$ cat config.mk
export PLATFORM = sky130hd
export DESIGN_NAME = sw_debounce
export DESIGN_NICKNAME = d
export VERILOG_FILES = /design/src/rtl/io_pkg.sv /design/src/rtl/sw_debounce_bit.sv /design/src/rtl/sw_debounce.sv
export SDC_FILE = /design/constraint.sdc
export NUM_CORES = 1
export LEC_CHECK = 0
export BUFFER_PORTS_ARGS = -buffer_cell sky130_fd_sc_hd__buf_4
export CAP_MARGIN = 20
export CORE_UTILIZATION = 56
export DETAILED_ROUTE_END_ITERATION = 7
export HOLD_SLACK_MARGIN = 0.1
export PLACE_DENSITY = 0.76
export SLEW_MARGIN = 10
export SYNTH_ARGS = -nofsm -noshare
export SYNTH_HDL_FRONTEND = slang
export SYNTH_SLANG_ARGS = --single-unit
$ cat constraint.sdc
create_clock -name clk_i -period 2 [get_ports clk_i]
set_input_delay 0.6 -clock clk_i [delete_from_list [all_inputs] [get_ports clk_i]]
set_output_delay 0.6 -clock clk_i [all_outputs]
set_load 0.005 [all_outputs]
$ cat src/rtl/io_pkg.sv
`default_nettype none
// ============================================================================
//  Module   : io_pkg
//  Brief    : Shared constants and helpers for the board I/O conditioning
//             stages that feed the processor's I/O ports.
//  Revision : 1.0  initial release
// ============================================================================
package io_pkg;

  // Width of every processor-facing I/O word
  localparam int IO_WORD_W = 32;

  // Board defaults: 18 slide switches, 50 MHz system clock
  localparam int SW_COUNT = 18;
  localparam int CLK_HZ   = 50_000_000;

  // Converts a settle time in milliseconds into a count of clock cycles
  function automatic int debounce_cycles(input int ms, input int clk_hz);
    return (clk_hz / 1000) * ms;
  endfunction

endpackage : io_pkg
`default_nettype wire

$ cat src/rtl/sw_debounce_bit.sv
`default_nettype none
// ============================================================================
//  Module   : sw_debounce_bit
//  Brief    : One switch channel: metastability synchroniser, persistence
//             counter, accepted (stable) level and one-cycle edge pulses.
//  Revision : 1.0  initial release
// ============================================================================
module sw_debounce_bit #(
  parameter int SYNC_STAGES     = 2,
  parameter int DEBOUNCE_CYCLES = 4
) (
  input  logic clk_i,
  input  logic rst_ni,
  input  logic raw_i,
  output logic stable_o,
  output logic rise_o,
  output logic fall_o
);

  // A one-cycle debounce still needs a 1-bit counter; it simply stays at 0
  localparam int CNT_W = (DEBOUNCE_CYCLES > 1) ? $clog2(DEBOUNCE_CYCLES) : 1;
  localparam logic [CNT_W-1:0] CNT_LAST = CNT_W'(DEBOUNCE_CYCLES - 1);
  localparam logic [CNT_W-1:0] CNT_ONE  = CNT_W'(1);

  logic [SYNC_STAGES-1:0] sync;
  logic                   s;
  logic                   stable;
  logic [CNT_W-1:0]       cnt;
  logic                   differ;
  logic                   expire;

  // Pure shift chain: nothing between stages so each flop gets a full cycle to resolve
  always_ff @(posedge clk_i or negedge rst_ni) begin
    if (!rst_ni) sync <= '0;
    else         sync <= {sync[SYNC_STAGES-2:0], raw_i};
  end

  assign s      = sync[SYNC_STAGES-1];
  assign differ = s ^ stable;
  // The change is accepted on the edge where the counter already shows DEBOUNCE_CYCLES-1
  assign expire = differ && (cnt == CNT_LAST);

  // Count consecutive disagreeing cycles; any agreement or an acceptance restarts from 0
  always_ff @(posedge clk_i or negedge rst_ni) begin
    if (!rst_ni)                cnt <= '0;
    else if (!differ || expire) cnt <= '0;
    else                        cnt <= cnt + CNT_ONE;
  end

  // Accepted level and the matching single-cycle edge pulse, updated together
  always_ff @(posedge clk_i or negedge rst_ni) begin
    if (!rst_ni) begin
      stable <= 1'b0;
      rise_o <= 1'b0;
      fall_o <= 1'b0;
    end else begin
      if (expire) stable <= s;
      rise_o <= expire &  s;
      fall_o <= expire & ~s;
    end
  end

  assign stable_o = stable;

endmodule : sw_debounce_bit
`default_nettype wire

$ cat src/rtl/sw_debounce.sv
`default_nettype none
// ============================================================================
//  Module   : sw_debounce
//  Brief    : Synchronises and debounces the board slide switches, presenting
//             a zero-extended 32-bit switch word plus per-switch edge pulses.
//  Revision : 1.0  initial release
// ============================================================================
module sw_debounce
  import io_pkg::*;
#(
  parameter int NUM_SW          = SW_COUNT,
  parameter int SYNC_STAGES     = 2,
  parameter int DEBOUNCE_CYCLES = debounce_cycles(10, CLK_HZ)
) (
  input  logic                 clk_i,
  input  logic                 rst_ni,
  input  logic [NUM_SW-1:0]    sw_raw_i,
  output logic [IO_WORD_W-1:0] io_sw_o,
  output logic [NUM_SW-1:0]    sw_rise_o,
  output logic [NUM_SW-1:0]    sw_fall_o
);

  // Reject illegal configurations while elaborating
  if (NUM_SW < 1 || NUM_SW > IO_WORD_W) begin : g_bad_num_sw
    $error("sw_debounce: NUM_SW must be within 1..32");
  end
  if (SYNC_STAGES < 2) begin : g_bad_sync_stages
    $error("sw_debounce: SYNC_STAGES must be at least 2");
  end
  if (DEBOUNCE_CYCLES < 1) begin : g_bad_debounce
    $error("sw_debounce: DEBOUNCE_CYCLES must be at least 1");
  end

  logic [NUM_SW-1:0] stable;

  // Every switch is an independent channel
  for (genvar i = 0; i < NUM_SW; i++) begin : g_bit
    sw_debounce_bit #(
      .SYNC_STAGES     (SYNC_STAGES),
      .DEBOUNCE_CYCLES (DEBOUNCE_CYCLES)
    ) u_bit (
      .clk_i    (clk_i),
      .rst_ni   (rst_ni),
      .raw_i    (sw_raw_i[i]),
      .stable_o (stable[i]),
      .rise_o   (sw_rise_o[i]),
      .fall_o   (sw_fall_o[i])
    );
  end

  // Unused upper bits of the core word read as 0
  if (NUM_SW < IO_WORD_W) begin : g_pad
    assign io_sw_o = {{(IO_WORD_W-NUM_SW){1'b0}}, stable};
  end else begin : g_full
    assign io_sw_o = stable;
  end

endmodule : sw_debounce
`default_nettype wire

# Word level (Yosys, flattened, before mapping)
# Cells that the tools add are included.
[classes]
n_mux = 18
eq_ne = 18
reduce_logical = 54
add_sub_neg = 18
n_bitwise = 72
[ops]
columns = ["operator", "count"]
rows = [
  ["$add A19 B1 Y19 const B", 18],
  ["$eq A19 B19 Y1 const B", 18],
  ["$mux W19", 18],
  ["$and A1 B1 Y1", 36],
  ["$logic_and A1 B1 Y1", 18],
  ["$logic_not A1 Y1", 18],
  ["$logic_or A1 B1 Y1", 18],
  ["$not A1 Y1", 18],
  ["$xor A1 B1 Y1", 18],
]
[word_totals]
output_inout_bits = 68
in_bits = 20
word_cells = 270
ff_bits = 432

# Longest topological paths before layout
# Gate-level depths: netlist (run 1).
[depth]
word_depth = 4
depth_mapped = 6
ltp_nobuf = 5

# Cells and area by module
# Synthesis (run 1) repeated with hierarchy kept, for this count alone.
[hier_totals]
hier_cells = 1941
area_unflattened_um2 = 20918.8
[modules_own_cells]
columns = ["mod", "cells_each", "seq_area_each_um2", "area_per_inst_um2", "instances"]
rows = [
  ["sw_debounce_bit", 107, 600.6, 1156.1, 18],
  ["sw_debounce", 15, 0.0, 108.9, 1],
]

# Worst setup path after synthesis (run 1)
# No wires, ideal clock.
[synth_timing]
path_kind = "reg-to-reg"
start = "register g_bit[12].u_bit.cnt[14]"
end = "register g_bit[12].u_bit.stable"
slack_ps = -106
stages_incl_launch_ff = 5
arrival_ps = 1981
synth_period_minus_slack_ps = 2106
setup_ps = 125
path_buffers = 0
t_required_ps = 1875
path_cell_list = "dfrtp_1 or4_1 or4_4 or2_4 mux2_4"
[synth_between]
elab_chain_cells = 2
[synth_lines]
columns = ["element", "line_no", "rtl"]
rows = [
  ["from (decl)", "sw_debounce_bit.sv:28", "logic [CNT_W-1:0] cnt;"],
  ["from (signal assigned)", "sw_debounce_bit.sv:47", "else cnt <= cnt + CNT_ONE;"],
  ["$eq A19 B19 Y1", "sw_debounce_bit.sv:41", "assign expire = differ && (cnt == CNT_LAST);"],
  ["$logic_and A1 B1 Y1", "sw_debounce_bit.sv:41", ""],
  ["to (signal assigned)", "sw_debounce_bit.sv:57", "if (expire) stable <= s;"],
  ["to (decl)", "sw_debounce_bit.sv:27", "logic stable;"],
]
# Every way passes these cells.
# A chain may end at the register's enable or synchronous reset.

# Worst setup path after layout (run 1)
[layout_timing]
start = "register g_bit[12].u_bit.cnt[10]"
end = "register g_bit[12].u_bit.stable"
# The elaborated chain is that of the path after synthesis.

==> impl_metrics.py, run 1 <==
metrics = {
    "critical_path": {
        "max_stage_delay_ps": 540,
        "endpoint_kind": "register",
        "critical_path_required_ps": 2460,
        "path_common_cell": "or4_4",
        "crit_type": "reg -> reg",
        "startpoint_type": "register",
        "critical_path_arrival_ps": 2580,
        "crit_chain": "or4_4, or4_4, or2_4, mux2_4",
        "cpMaxStageDelayCell": "or4_4",
        "critPathMaxFanout": 3,
    },
    "grt": {
        "grt_pass1_wl_um": 69000,
        "overflow": 0,
        "grt_pass1_vias": 15161,
        "track_usage_pct": 21.5,
        "grt_max_degree": 62,
        "antenna_found_initial": 0,
    },
    "sta": {
        "rsz0062_at_grt": "true",
        "period_share_pct": 106,
        "tns_ps": -1760,
        "max_freq_mhz": 472,
        "max_slew_margin_pct": 63.9,
        "fin_ws_ps": -120,
        "worstMarginPinSlew_ps": 536,
        "final_hold_viol_count": 0,
        "drv_slew": 0,
        "report.final.setup_viol": 22,
        "layout_min_cycle_time_ps": 2120,
        "fin_skew_ps": 18.6,
    },
    "die": {
        "initial_core_util_pct": 57.4,
        "dieArea_sq_um": 37600,
        "die_h_um": 194,
        "rows": 69,
        "pin_count": 88,
        "core_sq_um": 35900,
        "fp.dieW_um": 194,
    },
    "routing": {
        "vias": 15044,
        "firstDrtPassIters": 5,
        "drtIter0Drc": 765,
        "routedWlPerCell_um": 14.6,
        "drc": 0,
        "antenna_left": 0,
        "vias_per_cell": 5.63,
        "wl_um": 39200,
    },
    "clock_tree": {
        "cts_max_level": 2,
        "cts-root-buf": "clkbuf_16",
        "cts_inserted_buffers": 45,
        "clkLatencyLatePin_ps": 570,
        "clk_path_buf_depth": 3,
        "clkSinkCount": 432,
        "cts_tree": "built",
        "clk_pin_slew_ps": 60,
    },
    "status": {
        "status": "finished, violations left",
        "violations": "negative setup slack",
    },
    "flow_run": {
        "maxCapViolations": 0,
    },
    "power_and_ir_drop": {
        "irDropWorstVdd_mv": 0.700,
        "leakagePower_nw": 9.77,
        "p_per_area_nw_per_um2": 764,
    },
    "placement": {
        "pre_cts_ws_ps": -114,
        "dp_hpwl_um": 26600,
        "io_buffers": 73,
        "gp_congestion": 0.851,
        "dp.cells": 2581,
    },
    "yosys": {
        "ys_async_sr_fraction_pct": 100,
        "ys_seq_elements": 432,
        "yosysUniqueCellTypes": 47,
        "synth_cells": 2024,
        "synth_top_area_share_pct": 52.5,
        "synth_most_common_cell": "dfrtp_1",
        "synthTopCellsByCount": "dfrtp_1, nor2_1, xnor2_1, nand3_1, nand2_1",
        "yosys-top-cells-area": "dfrtp_1, xnor2_1, nor2_1",
        "synth_edf_count": 0,
        "avgSynthCellArea_sq_um": 10.2,
        "seq_area_frac_synth_pct": 52.5,
        "yosys.area.top_type": "dfrtp_1",
        "yosysWarnings": 0,
        "syn-cell-area_sq_um": 20600,
        "synth-main-ff-cell": "dfrtp_1",
    },
    "worst_hold_path": {
        "hold_class": "in -> reg",
    },
    "finish": {
        "drive_gt1_share_pct": 16.9,
        "fin_cells": 2674,
        "n_antenna_cell": 0,
        "synthToLayoutAreaGrowth_pct": 15.8,
        "final_nets": 2214,
    },
}
flip-flops by register name, indices dropped and copies added, names as in the netlist:
name	flops
g_bit.u_bit.sync	36
g_bit.u_bit.fall_o	18
g_bit.u_bit.stable_o	18
g_bit.u_bit.rise_o	18
g_bit.u_bit.cnt	342
timing repair:
item / 4_1_cts / 5_1_grt
hold endpoints to repair: 19 / 0
buffers inserted: 2 / 4
hold buffers: 2 / 0
gates resized for setup: 7 / 16
pin swaps: 3 / 4
setup endpoints to repair: 22 / 39
gates cloned: 1 / 0
layer usage:
layer | track usage (%) | up-vias | part of all wire [%]
li1 | - | 7396 | -
met1 | 28.7 | 7368 | 46
met2 | 35.7 | 212 | 49
met3 | 3.25 | 68 | 3.1
met4 | 7.88 | 0 | 2.1
met5 | 0 | - | 0
cell families (layout without fill, tap and decap cells):
logic type | Yosys count | in the layout | synth area share, %
and+or+nand+nor | 1011 | 1011 | 25.9
xor gates and xnor gates | 265 | 265 | 11.3
AOI/OAI and AO/OA | 129 | 129 | 4.09
DFF | 432 | 432 | 52.5
adders and majority gates | 18 | 18 | 1.09
other | 1 | 14 | 0.0182
muxes | 22 | 22 | 1.20
buffers and inverters | 146 | 322 | 3.99
metrics by stage:
stage	total power (W)	util, %	hold WS, ps	cell area (sq um)
after global routing	0.0189	66.4	105	23900
after detailed placement	0.00978	61.6	337	22100
final	0.0182	66.4	134	23900
after CTS	0.0185	66.1	101	23800
after floorplan	0.00940	-	304	20600
after global placement	0.00976	61.6	333	22100
critical path, delay by kind of cell, from the launching register on:
| family | cells | cell delay, ps |
|---|---|---|
| DFF | 1 | 380 |
| and+or+nand+nor | 3 | 1330 |
| muxes | 1 | 290 |
power breakdown:
group          leakage [nW]  total [W]  switching, W  internal (W)
Clock                 0.754    0.00861       0.00347       0.00514
Combinational          3.11   0.000619      0.000381      0.000238
Sequential             5.91    0.00900      0.000138       0.00887
layout make-up:
class                      instances  area (sq um)
fill                            2726         12100
clock buffer                      59          1270
sequential                       432         10800
multi-input combinational       1459          9120
timing repair buffer             204          1690
tap                              461           577
clock inverter                    25           270
inverter                          34           128
cells in the final DEF (no fill, tap or decap), types with 47 or more instances in the layout:
master     synthesis  layout
a21oi_1           54      54
buf_4             68     188
clkbuf_16          0      47
dfrtp_1          432     432
nand2_1          111     111
nand3_1          128     128
nand4_1          104     104
nor2_1           300     300
nor3_1            59      59
nor4_1            83      79
xnor2_1          167     167
xor2_1            98      98
path summary, 6_finish.rpt:
| path | slack (ps) | to | cells past startpoint | start |
|---|---|---|---|---|
| min in group asynchronous | 510 | g_bit[7].u_bit.sync[0] | 2 | rst_ni |
| max reg2reg | -120 | g_bit[12].u_bit.stable_o | 4 | g_bit[12].u_bit.cnt[10] |
| min | 130 | g_bit[14].u_bit.sync[0] | 1 | sw_raw_i[14] |
| max | -120 | g_bit[12].u_bit.stable_o | 4 | g_bit[12].u_bit.cnt[10] |
| max in group asynchronous | 780 | g_bit[12].u_bit.cnt[7] | 3 | rst_ni |
| min reg2reg | 350 | g_bit[13].u_bit.sync[1] | 0 | g_bit[13].u_bit.sync[0] |
Note: power is estimated with default switching activity, not from simulation.
==> run 2: changes to the inputs <==
--- a/config.mk
+++ b/config.mk
@@ -5,12 +5,13 @@
 export SDC_FILE = /design/constraint.sdc
 export NUM_CORES = 1
 export LEC_CHECK = 0
+export ABC_AREA = 1
 export BUFFER_PORTS_ARGS = -buffer_cell sky130_fd_sc_hd__buf_4
 export CAP_MARGIN = 20
-export CORE_UTILIZATION = 56
+export CORE_UTILIZATION = 57
 export DETAILED_ROUTE_END_ITERATION = 7
 export HOLD_SLACK_MARGIN = 0.1
-export PLACE_DENSITY = 0.76
+export PLACE_DENSITY = 0.77
 export SLEW_MARGIN = 10
 export SYNTH_ARGS = -nofsm -noshare
 export SYNTH_HDL_FRONTEND = slang
==> impl_metrics.py, run 2 <==
metrics = {
    "grt": {
        "antenna_found_initial": 0,
        "overflow": 0,
        "grt_pass1_vias": 17699,
        "track_usage_pct": 21.8,
        "grt_pass1_wl_um": 76800,
        "grt_max_degree": 71,
    },
    "clock_tree": {
        "cts_setup_buffers": 0,
        "clk_path_buf_depth": 3,
        "cts_resized": 0,
        "clkSinkCount": 432,
        "clkLatencyLatePin_ps": 570,
        "cts_tree": "built",
        "hold_buffers": 1,
        "clk_pin_slew_ps": 70,
        "cts-root-buf": "clkbuf_16",
        "cts_inserted_buffers": 46,
        "cts_max_level": 2,
    },
    "routing": {
        "drc": 0,
        "drtIter0Drc": 1137,
        "vias_per_cell": 5.03,
        "wl_um": 42900,
        "routedWlPerCell_um": 12.0,
        "firstDrtPassIters": 6,
        "vias": 18042,
        "antenna_left": 0,
    },
    "critical_path": {
        "critical_path_required_ps": 1400,
        "max_stage_delay_ps": 440,
        "regToRegSetupSlack_ps": 430,
        "critical_path_arrival_ps": 1170,
        "reg2reg_depth": 6,
        "crit_chain": "buf_4",
        "critPathMaxFanout": 3,
        "worst_r2r_endpoint": "g_bit[6].u_bit.cnt[10]",
        "path_delay_family": "flip-flops",
        "crit_type": "reg -> out",
        "path_buf_inv": 1,
        "cpMaxStageDelayCell": "dfrtp_1",
        "startpoint_type": "register",
        "rr_startpoint": "g_bit[6].u_bit.cnt[0]",
        "endpoint_kind": "output pin",
    },
    "power_and_ir_drop": {
        "leakagePower_nw": 11.2,
        "pwr-share-seq_pct": 47.1,
        "irDropWorstVdd_mv": 0.580,
        "p_sw_share_pct": 21.2,
        "p_per_area_nw_per_um2": 749,
        "p_comb_share_pct": 3.1,
        "clockPowerShare_pct": 49.7,
        "switching_power_w": 0.00403,
        "power.internal_w": 0.0150,
    },
    "yosys": {
        "synth_cells": 2960,
        "seq_area_frac_synth_pct": 46.9,
        "ys_async_sr_fraction_pct": 100,
        "avgSynthCellArea_sq_um": 7.78,
        "ys_seq_elements": 432,
        "yosys.area.top_type": "dfrtp_1",
        "yosys-top-cells-area": "dfrtp_1, nor2_1, nand2_1",
        "synth_edf_count": 0,
        "synth-main-ff-cell": "dfrtp_1",
        "synth_top_area_share_pct": 46.9,
        "yosysWarnings": 0,
        "synth_most_common_cell": "nor2_1",
        "yosysUniqueCellTypes": 28,
        "syn-cell-area_sq_um": 23000,
        "synthTopCellsByCount": "nor2_1, nand2_1, dfrtp_1, inv_1, nand3_1",
    },
    "worst_hold_path": {
        "whs_path_depth": 1,
        "hold_path_startpoint": "sw_raw_i[14]",
        "worstHoldEndpoint": "g_bit[14].u_bit.sync[0]",
        "hold_class": "in -> reg",
    },
    "die": {
        "die_h_um": 203,
        "fp.dieW_um": 203,
        "dieArea_sq_um": 41200,
        "pin_count": 88,
        "initial_core_util_pct": 57.8,
        "core_sq_um": 39800,
        "rows": 73,
    },
    "sta": {
        "final_hold_viol_count": 0,
        "layout_min_cycle_time_ps": 1770,
        "rsz0062_at_grt": "false",
        "fin_skew_ps": 20.3,
        "drv_slew": 0,
        "report.final.setup_viol": 0,
        "max_freq_mhz": 565,
        "tns_ps": 0,
        "period_share_pct": 88.6,
    },
    "finish": {
        "drive_gt1_share_pct": 9.25,
        "n_antenna_cell": 0,
        "final_nets": 3062,
        "largest_register": "g_bit.u_bit.cnt",
        "most-common-layout-cells": "nor2_1, nand2_1, dfrtp_1",
        "largest_reg_flops": 342,
        "synthToLayoutAreaGrowth_pct": 10.4,
        "top_regs": "g_bit.u_bit.cnt: 342 flops, g_bit.u_bit.sync: 36 flops",
        "final_common_cell": "nor2_1",
        "final_area_sq_um": 25400,
    },
    "placement": {
        "io_buffers": 73,
        "placed_cell_area_sq_um": 23700,
        "gp_congestion": 0.937,
        "dp_hpwl_um": 30400,
    },
    "flow_run": {
        "maxCapViolations": 0,
    },
    "status": {
        "status": "finished clean",
    },
}
-- run 2: cell count changes in the layout (fill, tap and decap cells not counted), sizes merged, moves of 83 or more --
cell / delta
buf: -114
nand3: +97
inv: +269
nor4: -83
xnor2: -106
nand2: +602
nor2: +514
-- run 2: area by class of cell --
cell class,instances,area [sq um]
well taps,525,657
fillers,3361,14400
repair buffers,89,716
multi-input cells,2153,10400
inverters,302,1130
clock buffers,61,1330
flip-flops and latches,432,10800
clock inverters,23,384
-- run 2: kinds of logic after synthesis --
| kind of cell | after synthesis | share of synthesized area, % |
|---|---|---|
| xor gates and xnor gates | 203 | 7.72 |
| DFF | 432 | 46.9 |
| other | 1 | 0.0163 |
| AOI/OAI and AO/OA | 72 | 1.77 |
| buffers and inverters | 388 | 8.11 |
| adders and majority gates | 18 | 0.978 |
| and+or+nand+nor | 1846 | 34.5 |
-- run 2: metal layers --
layer  track usage (%)  wire, um
met3              3.02      1600
met4              6.47       781
met1              28.1     19500
met2              38.2     21000
met5                 0         0
-- run 2: worst max path at each step --
stage	startpoint	end	slack, ps	cells after the start
floorplan	g_bit[6].u_bit.cnt[0]	g_bit[6].u_bit.cnt[16]	600	7
global placement	g_bit[11].u_bit.cnt[0]	g_bit[11].u_bit.cnt[18]	500	6
detailed placement	g_bit[6].u_bit.cnt[0]	g_bit[6].u_bit.cnt[11]	450	6
CTS	g_bit[2].u_bit.stable_o	io_sw_o[2]	200	1
global route	g_bit[2].u_bit.stable_o	io_sw_o[2]	200	1
finish	g_bit[2].u_bit.stable_o	io_sw_o[2]	230	1
-- run 2: power by group through the flow --
stage,clock (W),combinational (W),sequential (W)
after global routing,0.0100,0.000707,0.00898
final,0.00947,0.000598,0.00897
after CTS,0.00971,0.000622,0.00897
after floorplan,0,0.000367,0.00911
after global placement,0,0.000593,0.00912
after detailed placement,0,0.000611,0.00913
-- run 2: stage by stage --
stage	instances	utilization (%)	setup slack [ps]	hold slack [ps]	power (W)
CTS	3585	63.9	203	101	0.0193
finish	3585	63.9	229	132	0.0190
global placement	3500	59.5	504	332	0.00971
floorplan	2973	-	603	304	0.00947
detailed placement	3500	59.5	451	336	0.00974
global route	3585	63.9	198	110	0.0197
==> run 3: changes to the inputs <==
--- a/config.mk
+++ b/config.mk
@@ -8,7 +8,9 @@
 export ABC_AREA = 1
 export BUFFER_PORTS_ARGS = -buffer_cell sky130_fd_sc_hd__buf_4
 export CAP_MARGIN = 20
-export CORE_UTILIZATION = 57
+export CELL_PAD_IN_SITES_DETAIL_PLACEMENT = 1
+export CELL_PAD_IN_SITES_GLOBAL_PLACEMENT = 2
+export CORE_UTILIZATION = 34
 export DETAILED_ROUTE_END_ITERATION = 7
 export HOLD_SLACK_MARGIN = 0.1
 export PLACE_DENSITY = 0.77
==> impl_metrics.py, run 3 (synthesized netlist as in run 2, its figures left out) <==
metrics = {
    "status": {
        "status": "finished clean",
    },
    "power_and_ir_drop": {
        "irDropWorstVdd_mv": 0.646,
        "leakagePower_nw": 11.4,
        "p_per_area_nw_per_um2": 769,
    },
    "sta": {
        "rsz0062_at_grt": "false",
        "final_hold_viol_count": 0,
        "report.final.setup_viol": 0,
        "max_freq_mhz": 545,
        "drv_slew": 0,
        "layout_min_cycle_time_ps": 1840,
        "fin_skew_ps": 10.3,
        "period_share_pct": 91.8,
        "tns_ps": 0,
        "fin_ws_ps": 165,
    },
    "grt": {
        "antenna_found_initial": 1,
        "overflow": 0,
        "track_usage_pct": 16.1,
        "grt_pass1_vias": 19559,
        "grt_pass1_wl_um": 94700,
        "grt_max_degree": 66,
    },
    "routing": {
        "antenna_left": 0,
        "vias": 18340,
        "drtIter0Drc": 713,
        "firstDrtPassIters": 4,
        "vias_per_cell": 4.62,
        "routedWlPerCell_um": 13.6,
        "wl_um": 53800,
        "drc": 0,
    },
    "finish": {
        "final_common_cell": "nor2_1",
        "drive_gt1_share_pct": 9.66,
        "final_nets": 3090,
        "largest_reg_flops": 342,
        "synthToLayoutAreaGrowth_pct": 14.5,
        "top_regs": "g_bit.u_bit.cnt: 342 flops, g_bit.u_bit.sync: 36 flops",
        "final_core_util_pct": 39.4,
        "most-common-layout-cells": "nor2_1, nand2_1, dfrtp_1",
        "largest_register": "g_bit.u_bit.cnt",
    },
    "clock_tree": {
        "clkLatencyLatePin_ps": 600,
        "hold_buffers": 19,
        "clkSinkCount": 432,
        "cts_max_level": 2,
        "cts_tree": "built",
        "cts-root-buf": "clkbuf_16",
        "clk_pin_slew_ps": 60,
        "clk_path_buf_depth": 3,
        "cts_setup_buffers": 0,
        "cts_inserted_buffers": 54,
        "cts_resized": 0,
    },
    "critical_path": {
        "critPathMaxFanout": 4,
        "crit_end": "io_sw_o[11]",
        "startpoint_type": "register",
        "critical_path_required_ps": 1400,
        "crit_chain": "buf_4",
        "path_buf_inv": 1,
        "cpMaxStageDelayCell": "dfrtp_1",
        "path_delay_family": "flip-flops",
        "crit_cells": 1,
        "worst_r2r_endpoint": "g_bit[15].u_bit.cnt[14]",
        "rr_startpoint": "g_bit[15].u_bit.cnt[0]",
        "crit_type": "reg -> out",
        "endpoint_kind": "output pin",
        "setup.worst_path.start": "g_bit[11].u_bit.stable_o",
        "critical_path_arrival_ps": 1240,
        "max_stage_delay_ps": 460,
        "regToRegSetupSlack_ps": 410,
        "reg2reg_depth": 9,
    },
    "worst_hold_path": {
        "hold_class": "reg -> reg",
        "hold_path_startpoint": "g_bit[10].u_bit.sync[0]",
    },
    "placement": {
        "dp_hpwl_um": 39100,
        "pre_cts_ws_ps": 379,
        "io_buffers": 73,
        "gp_congestion": 0.798,
    },
    "die": {
        "rows": 95,
        "initial_core_util_pct": 34.4,
        "core_sq_um": 67000,
        "dieArea_sq_um": 68800,
        "pin_count": 88,
        "fp.dieW_um": 262,
        "die_h_um": 262,
    },
    "flow_run": {
        "maxCapViolations": 0,
    },
}
run 3: cell types whose count changed in the layout (fill, tap and decap cells not counted):
cell	change
buf_12	+5
buf_4	-3
bufinv_16	-1
clkbuf_1	+2
clkbuf_16	+10
clkinv_2	+4
clkinvlp_4	+3
diode_2	+1
dlygate4sd3_1	+18
inv_6	-2
run 3: metal layers:
layer	global-route usage [%]	wire length, um
met1	21.3	25800
met2	27.3	25500
met3	2.64	1430
met4	3.96	1050
met5	0	0
run 3: worst register-to-register path, cell delays in order (launching register included):
cell and delay [ps]:
dfrtp_1 400, ha_1 280, inv_1 120, nor2_4 180, nand2_1 110, nor2_2 160, nand2_1 80, nand2_1 70
nand2_1 50, nor2_1 80
run 3: stage by stage:
step                hold slack, ps  total power, W  cell area, sq um  std cells
floorplan                      304         0.00947             23100       2973
global placement               332         0.00977             24200       3850
detailed placement             336         0.00981             24200       3850
CTS                            350          0.0208             26400       3969
global route                   354          0.0212             26400       3970
finish                         347          0.0203             26400       3970
run 3: cell type report:
type	instances	area (sq um)
inverter	302	1130
tap	873	1090
clock buffer	73	1590
fill	8174	40700
antenna	1	2.50
sequential	432	10800
timing repair buffer	109	973
clock inverter	27	379
multi-input combinational	2153	10400
run 3: worst min path at each step:
stage / end / slack (ps) / depth (start not counted)
after detailed placement: g_bit[12].u_bit.sync[1] / 340 / 0
after global placement: g_bit[3].u_bit.sync[1] / 330 / 0
after global routing: g_bit[17].u_bit.sync[1] / 350 / 0
after floorplan: g_bit[0].u_bit.cnt[0] / 300 / 0
after CTS: g_bit[10].u_bit.sync[1] / 350 / 0
final: g_bit[10].u_bit.sync[1] / 350 / 0
run 3: power breakdown:
part	internal (W)	switching, W	total [W]	leakage (nW)
logic	0.000218	0.000455	0.000674	4.57
registers	0.00887	0.000105	0.00897	5.91
clock network	0.00670	0.00395	0.0106	0.957
